## config.mk

```make
export PLATFORM = sky130hd
export DESIGN_NAME = mem_port_arbiter
export DESIGN_NICKNAME = d
export VERILOG_FILES = /design/src/rtl/mem_port_arbiter.sv
export SDC_FILE = /design/constraint.sdc
export NUM_CORES = 1
export LEC_CHECK = 0
export CAP_MARGIN = 10
export CORE_AREA = 3 3 333 335
export DETAILED_ROUTE_END_ITERATION = 8
export DIE_AREA = 0 0 336 338
export SLEW_MARGIN = 20
export SYNTH_ARGS = -nofsm -noshare
export SYNTH_HDL_FRONTEND = slang
export SYNTH_SLANG_ARGS = --single-unit
```

## constraint.sdc

```tcl
create_clock -name clk -period 1.8 [get_ports clk]
set_clock_uncertainty 0.1 [all_clocks]
set_input_delay 0.36 -clock clk [delete_from_list [all_inputs] [get_ports clk]]
set_output_delay 0.36 -clock clk [all_outputs]
set_load 0.01 [all_outputs]
```

## src/rtl/mem_port_arbiter.sv

```systemverilog
// mem_port_arbiter
// Shares one block-wide main-memory port between the I-cache and D-cache
// memory interfaces. One cache is granted at a time. The memory is driven
// from registered copies of the granted request, and mem_ready is routed back
// only to the granted cache. Contention is resolved round-robin. A D-cache
// read that directly follows a completed D-cache write can optionally be
// locked in ahead of the I-cache, which keeps write-back + refill atomic.
//
// Ports:
//   clk, rst_n                     clock, async active-low reset
//   i_mem_read/write/addr/wdata    I-cache request (held until i_mem_ready)
//   i_mem_rdata, i_mem_ready       I-cache response
//   d_mem_read/write/addr/wdata    D-cache request (held until d_mem_ready)
//   d_mem_rdata, d_mem_ready       D-cache response
//   mem_read/write/addr/wdata      registered memory request
//   mem_rdata, mem_ready           memory response
//
// state  | meaning
// IDLE   | no transaction in flight; pick a winner and capture its request
// BUSY_I | I-cache request on the memory port, waiting for mem_ready
// BUSY_D | D-cache request on the memory port, waiting for mem_ready
module mem_port_arbiter #(
    parameter int ADDR_W  = 28,
    parameter int DATA_W  = 128,
    parameter int LOCK_WB = 1
) (
    input  logic              clk,
    input  logic              rst_n,
    input  logic              i_mem_read,
    input  logic              i_mem_write,
    input  logic [ADDR_W-1:0] i_mem_addr,
    input  logic [DATA_W-1:0] i_mem_wdata,
    output logic [DATA_W-1:0] i_mem_rdata,
    output logic              i_mem_ready,
    input  logic              d_mem_read,
    input  logic              d_mem_write,
    input  logic [ADDR_W-1:0] d_mem_addr,
    input  logic [DATA_W-1:0] d_mem_wdata,
    output logic [DATA_W-1:0] d_mem_rdata,
    output logic              d_mem_ready,
    output logic              mem_read,
    output logic              mem_write,
    output logic [ADDR_W-1:0] mem_addr,
    output logic [DATA_W-1:0] mem_wdata,
    input  logic [DATA_W-1:0] mem_rdata,
    input  logic              mem_ready
);

    typedef enum logic [1:0] {
        IDLE   = 2'd0,
        BUSY_I = 2'd1,
        BUSY_D = 2'd2
    } state_t;

    state_t              state_q, state_d;
    logic                last_d_q, last_d_d;   // 1 = D-cache had the last grant
    logic                lock_q, lock_d;
    logic                mem_read_q, mem_read_d;
    logic                mem_write_q, mem_write_d;
    logic [ADDR_W-1:0]   mem_addr_q, mem_addr_d;
    logic [DATA_W-1:0]   mem_wdata_q, mem_wdata_d;

    logic i_req, d_req, pick_d;

    assign i_req = i_mem_read | i_mem_write;
    assign d_req = d_mem_read | d_mem_write;

    // D wins when alone, when locked after its write-back, or when I had the
    // last turn.
    assign pick_d = d_req & (~i_req | lock_q | ~last_d_q);

    always_ff @(posedge clk or negedge rst_n) begin
        if (!rst_n) begin
            state_q     <= IDLE;
            last_d_q    <= 1'b1;
            lock_q      <= 1'b0;
            mem_read_q  <= 1'b0;
            mem_write_q <= 1'b0;
            mem_addr_q  <= '0;
            mem_wdata_q <= '0;
        end else begin
            state_q     <= state_d;
            last_d_q    <= last_d_d;
            lock_q      <= lock_d;
            mem_read_q  <= mem_read_d;
            mem_write_q <= mem_write_d;
            mem_addr_q  <= mem_addr_d;
            mem_wdata_q <= mem_wdata_d;
        end
    end

    always_comb begin
        state_d     = state_q;
        last_d_d    = last_d_q;
        lock_d      = lock_q;
        mem_read_d  = mem_read_q;
        mem_write_d = mem_write_q;
        mem_addr_d  = mem_addr_q;
        mem_wdata_d = mem_wdata_q;
        case (state_q)
            IDLE: begin
                lock_d = 1'b0;
                if (i_req || d_req) begin
                    last_d_d = pick_d;
                    // read+write together is treated as a write
                    if (pick_d) begin
                        state_d     = BUSY_D;
                        mem_write_d = d_mem_write;
                        mem_read_d  = d_mem_read & ~d_mem_write;
                        mem_addr_d  = d_mem_addr;
                        mem_wdata_d = d_mem_wdata;
                    end else begin
                        state_d     = BUSY_I;
                        mem_write_d = i_mem_write;
                        mem_read_d  = i_mem_read & ~i_mem_write;
                        mem_addr_d  = i_mem_addr;
                        mem_wdata_d = i_mem_wdata;
                    end
                end
            end
            BUSY_I, BUSY_D: begin
                if (mem_ready) begin
                    state_d     = IDLE;
                    mem_read_d  = 1'b0;
                    mem_write_d = 1'b0;
                    if (state_q == BUSY_D && mem_write_q && LOCK_WB != 0)
                        lock_d = 1'b1;
                end
            end
            default: begin
                state_d     = IDLE;
                mem_read_d  = 1'b0;
                mem_write_d = 1'b0;
            end
        endcase
    end

    always_comb begin
        i_mem_ready = (state_q == BUSY_I) & mem_ready;
        d_mem_ready = (state_q == BUSY_D) & mem_ready;
    end

    assign i_mem_rdata = mem_rdata;
    assign d_mem_rdata = mem_rdata;
    assign mem_read    = mem_read_q;
    assign mem_write   = mem_write_q;
    assign mem_addr    = mem_addr_q;
    assign mem_wdata   = mem_wdata_q;

endmodule

```

Word-level counts from Yosys, hierarchy flattened. Cells that the tools add are included.

Add/sub/neg operators: 0. $mul: 0. Div/mod/pow operators: 0. Magnitude comparators: 0. Eq/ne operators: 5. Shift operators: 0. Muxes and demuxes: 16. Bitwise operators: 13. Reduce and logical (&&, ||, !) cells: 8.

Operators by type and width (count): 128-bit 2-to-1 mux (1); 28-bit 2-to-1 mux (1); 1-bit 2-to-1 mux (7); 2-bit 2-to-1 mux (3); 2-bit inequality test, second input constant (3); 1-bit case mux with 2 select lines (3); 1-bit AND (5); 1-bit NOT (4); 1-bit bitwise OR (4); 2-bit case mux with 2 select lines (1); 2-bit AND reduction (2); 3-bit AND reduction (1); 2-bit by 1-bit equality test with 1-bit output, second input constant (1); 2-bit equality test, second input constant (1); 2-bit logical NOT (1); 2-bit nonzero test (1); 2-bit OR reduction (1); 1-bit logical AND (1); 1-bit logical OR (1).

Bits in registers: 162. Bits in latches: 0. RAM bits: 0. Bits in read-only memories: 0. Bits of input ports: 447. Output and inout port bits: 416. Word-level logic and storage cells: 49. Memories kept: 0.

Depth between registers and ports, before layout.
Depth in word-level cells: 8. Gate-level depth with buffers: 8. Depth with buffers taken out: 6.

Least setup slack after synthesis. OpenSTA, ideal clock, no wires.

Kind: register -> register. From: register state_q[0]. To: register mem_wdata_q[113] (netlist: mem_wdata[113]). Setup time: 0.082 ns. Data arrival time: 1.425 ns. Data required time: 1.618 ns. Path slack: 0.193 ns. Stages on the path, launching flop included: 9. Path buffers: 3. Clock period less this slack: 1.607 ns. Cells stage by stage: dfrtp_1 > inv_1 > ha_1 > nor2b_1 > buf_6 > buf_6 > buf_4 > nor2_1 > a31oi_1.

Word-level cells in the longest chain between the ends: 2.

RTL lines: from (decl) (line 55) `state_t state_q, state_d;`; from (signal assigned) (line 82) `state_q <= state_d;`; 2-bit logical NOT (line 100) `case (state_q)`; 2-bit AND reduction (no source line); to (signal assigned) (line 88) `mem_wdata_q <= mem_wdata_d;`; to (decl) (line 61) `logic [DATA_W-1:0] mem_wdata_q, mem_wdata_d;`.

No other way between the ends. A chain may end at the register's enable or synchronous reset.

Final worst setup path.
From: register state_q[1]. To: register mem_wdata_q[61] (netlist: mem_wdata[61]).

Same word-level chain as after synthesis.

==> impl_summary.log <==
INFO  metric post-dp-hpwl = 53,400 um
INFO  metric kind_of_end_point_of_the_critical_path = register
INFO  metric io_buffers = between 400 and 500
INFO  metric dieArea = 114,000 sq um
INFO  metric cts_made_buffers = 17
INFO  metric critPathSlowestCell = dfrtp_1
INFO  metric grt_start_max_net_pins = 70
INFO  metric synth_area = 9410 sq um
INFO  metric yosys_register_bits = 162
INFO  metric yosysSeqAreaShare = 43.1%
INFO  metric worst-endpoint-arrival = 2.24 ns
INFO  metric remaining_drc_errors = 0
INFO  metric setup_repair_after_global_routing_missed_its_margin = yes
INFO  metric fp.coreArea = between 100,000 and 150,000 sq um
INFO  metric crit_type = register to register
INFO  metric ioPinCount = 863
INFO  metric worst_hold_path_type = input pin to async pin
INFO  metric die_x = 336 um
INFO  metric minimum_period_implied_by_the_final_worst_setup_slack = 1.93 ns
INFO  metric synthArstFlopShare = 100%
INFO  metric worst-path-max-fanout = 6
INFO  metric num_antenna_cells = 0
INFO  metric post-route-period-util = 107%
INFO  metric pre_cts_ws = -0.500 ns
INFO  metric outcome = finished, violations left
INFO  metric ant_nets = 0
INFO  metric synth.most_common_cell = nand2_1
INFO  metric power_per_cell_area = 1710 nW/um^2
INFO  metric number_of_distinct_library_cells_after_synthesis = 24
INFO  metric clock_latency_late_sink = 0.49 ns
INFO  metric cp-startpoint = state_q[1]
INFO  metric antenna_found_initial = 3
INFO  metric count_of_maximum_capacitance_violations = 0
INFO  metric violated_checks = negative setup slack
INFO  metric clockRootBuffer = clkbuf_16
INFO  metric synthCells = roughly 1,200
INFO  metric wire_length_of_the_first_global_routing_pass = 81,600 um
INFO  metric postPlaceCellArea = between 10,000 and 15,000 sq um
INFO  metric tritoncts = done
INFO  metric synth_area_per_cell = 8.18 sq um
INFO  metric cts_buffer_depth = 2
INFO  metric drt-total-wl = ~68,000 um
INFO  metric required = 2.11 ns
INFO  metric worst_hold_margin = 0.299 ns
INFO  metric dr.first_iter.drc_count = 357
INFO  metric fill_cells = roughly 12,000
INFO  metric synth.top_cells.by_count = nand2_1, buf_4, dfrtp_1
INFO  metric synth.top_cell.area_share = 42.8%
INFO  metric timing.critical_path.slowest_cell_delay = 0.41 ns
INFO  metric dr_total_vias = 9,323
INFO  metric postSynth.topFlopCell = dfrtp_1
INFO  metric cts.htree.levels = 4
INFO  metric setup_viol_count_final = 120
INFO  metric final_design_area_no_fill = 16,600 sq um
INFO  metric syn_nets = 1,600
INFO  metric final_layout_size_suffix_gt1_share = 19.1%
INFO  metric post_synth_main_area_contributors = dfrtp_1, buf_4, nand2_1
INFO  metric avgRoutedWirePerCell = 23.6 um
INFO  metric start_util = 8.68%
INFO  metric yosysTopAreaCell = dfrtp_1
INFO  metric final-instance-count-excl-fill = between 2,000 and 3,000
INFO  metric number_of_global_route_vias_before_repair = a little under 9,000
INFO  metric yosysWarnings = 0
INFO  metric placed_cells = 2,786
INFO  metric power.static_leakage = 6.48 nW
INFO  metric fin_total_pwr = between 20 and 30 mW
INFO  metric clkTransAtPathRegs = 0.08 ns
INFO  metric drt-pass1-iter-count = 5
INFO  metric max_slew_violation_count = 0
INFO  metric timing.critical_path.buf_inv = 6
INFO  metric vdd_drop_max = 0.000651 V
INFO  metric final.setup.worst_slack = -0.125 ns
INFO  metric row_count = 121
INFO  metric fmaxAchievable = 0.519 GHz
INFO  metric gp_congestion = 0.794
INFO  metric sinks_on_clock_net = roughly 160
INFO  metric die_h = around 340 um
INFO  metric timing_worst_slew_pin_value = roughly 0.46 ns
INFO  metric synth-edff-count = 0
INFO  metric cells_traversed_along_the_worst_timing_path = inv_2 -> buf_4 -> ha_4 -> nor2b_4 -> buf_12 -> buf_16 -> buf_12 -> buf_16 -> nor2_2 -> a31oi_1
INFO  metric timing.slew.headroom = 69.2%
INFO  metric via_per_inst = ~3.2
INFO  metric synthToLayoutAreaGrowth = 76.7%
INFO  metric setup.worst_path.start_class = register
INFO  metric gr_util_all_layers = 10.9%
INFO  metric final_net_count = between 1,500 and 2,000
INFO  metric grt-ovfl-total = 0
INFO  metric timing.final.hold_violations = 0
INFO  metric critical_path.reg2reg.startpoint = state_q[1]
INFO  metric worst_path_top_cell_family_by_delay = buffers and inverters
==> cell families (layout without fill, tap and decap cells) <==
kind of cell    count (synthesis)  count (layout)  share of synthesized area (%)
fa+ha+maj                       3               3                          0.399
compound gates                170             170                           11.4
simple gates                  483             483                           19.7
flops                         162             162                           43.1
buf+inv                       332             639                           25.4
==> routing by layer <==
layer / share of wire, % / track usage [%]
met1: 36 / 11.5
met2: 45 / 16.4
met3: 16 / 8.28
met4: 3.1 / 4.17
met5: 0.034 / 0
==> flip-flops by register name (all words and copies together), names as in the netlist <==
signal and flops:
mem_write 1, mem_read 1, mem_addr 28, mem_wdata 128
last_d_q 1, lock_q 1, state_q 2
==> cell usage in the layout (no fill, tap or decap), drive strengths merged, types with 5 or more instances in the layout <==
master	netlist	final
nor2	158	158
buf	317	127
clkdlybuf4s15	0	40
inv	6	12
nand2	315	315
dfrtp	161	161
dlygate4sd2	0	101
clkdlybuf4s50	0	317
clkbuf	9	32
a21oi	5	5
a31oi	157	157
==> timing repair <==
item | CTS | global route
hold buffers | 1 | 0
pin swaps | 4 | 2
endpoints found under the setup margin | 183 | 156
resized for setup | 264 | 110
endpoints found under the hold margin | 24 | 0
cloned | 12 | 13
buffers inserted | 21 | 11
==> stage by stage <==
step	util [%]	TNS, ns
3_5_place_dp	13.2	-66.48
6_report	15.3	-7.58
3_3_place_gp	13.2	-66.90
4_1_cts	14.4	-2.60
5_1_grt	15.3	-18.71
2_1_floorplan	-	0
==> where the power goes <==
part | switching, mW | total, mW | leakage (nW) | internal (mW)
combinational | 9.17 | 17.5 | 4.36 | 8.37
clock | 1.93 | 3.89 | 0.277 | 1.96
sequential | 1.43 | 7.00 | 1.84 | 5.58
==> cell type report <==
class / count / area (sq um) / area share [%]
inverter: 6 / 22.5 / 0.135
multi-input combinational: 656 / 3670 / 22.1
timing repair buffer: 602 / 6540 / 39.3
sequential: 162 / 4060 / 24.4
clock buffer: 18 / 439 / 2.64
clock inverter: 13 / 126 / 0.760
tap: 1414 / 1770 / 10.6
==> worst paths after layout <==
kind	endpoint	slack (ns)	cells after the start
worst max-delay path	mem_wdata[61]	-0.13	10
min in group clk	mem_addr[10]	0.31	3
max in group asynchronous	last_d_q	0.70	3
worst min register to register	last_d_q	0.40	2
worst min-delay path	mem_wdata[9]	0.30	2
worst max register to register	mem_wdata[61]	-0.13	10
(Power assumes the default switching activity.)
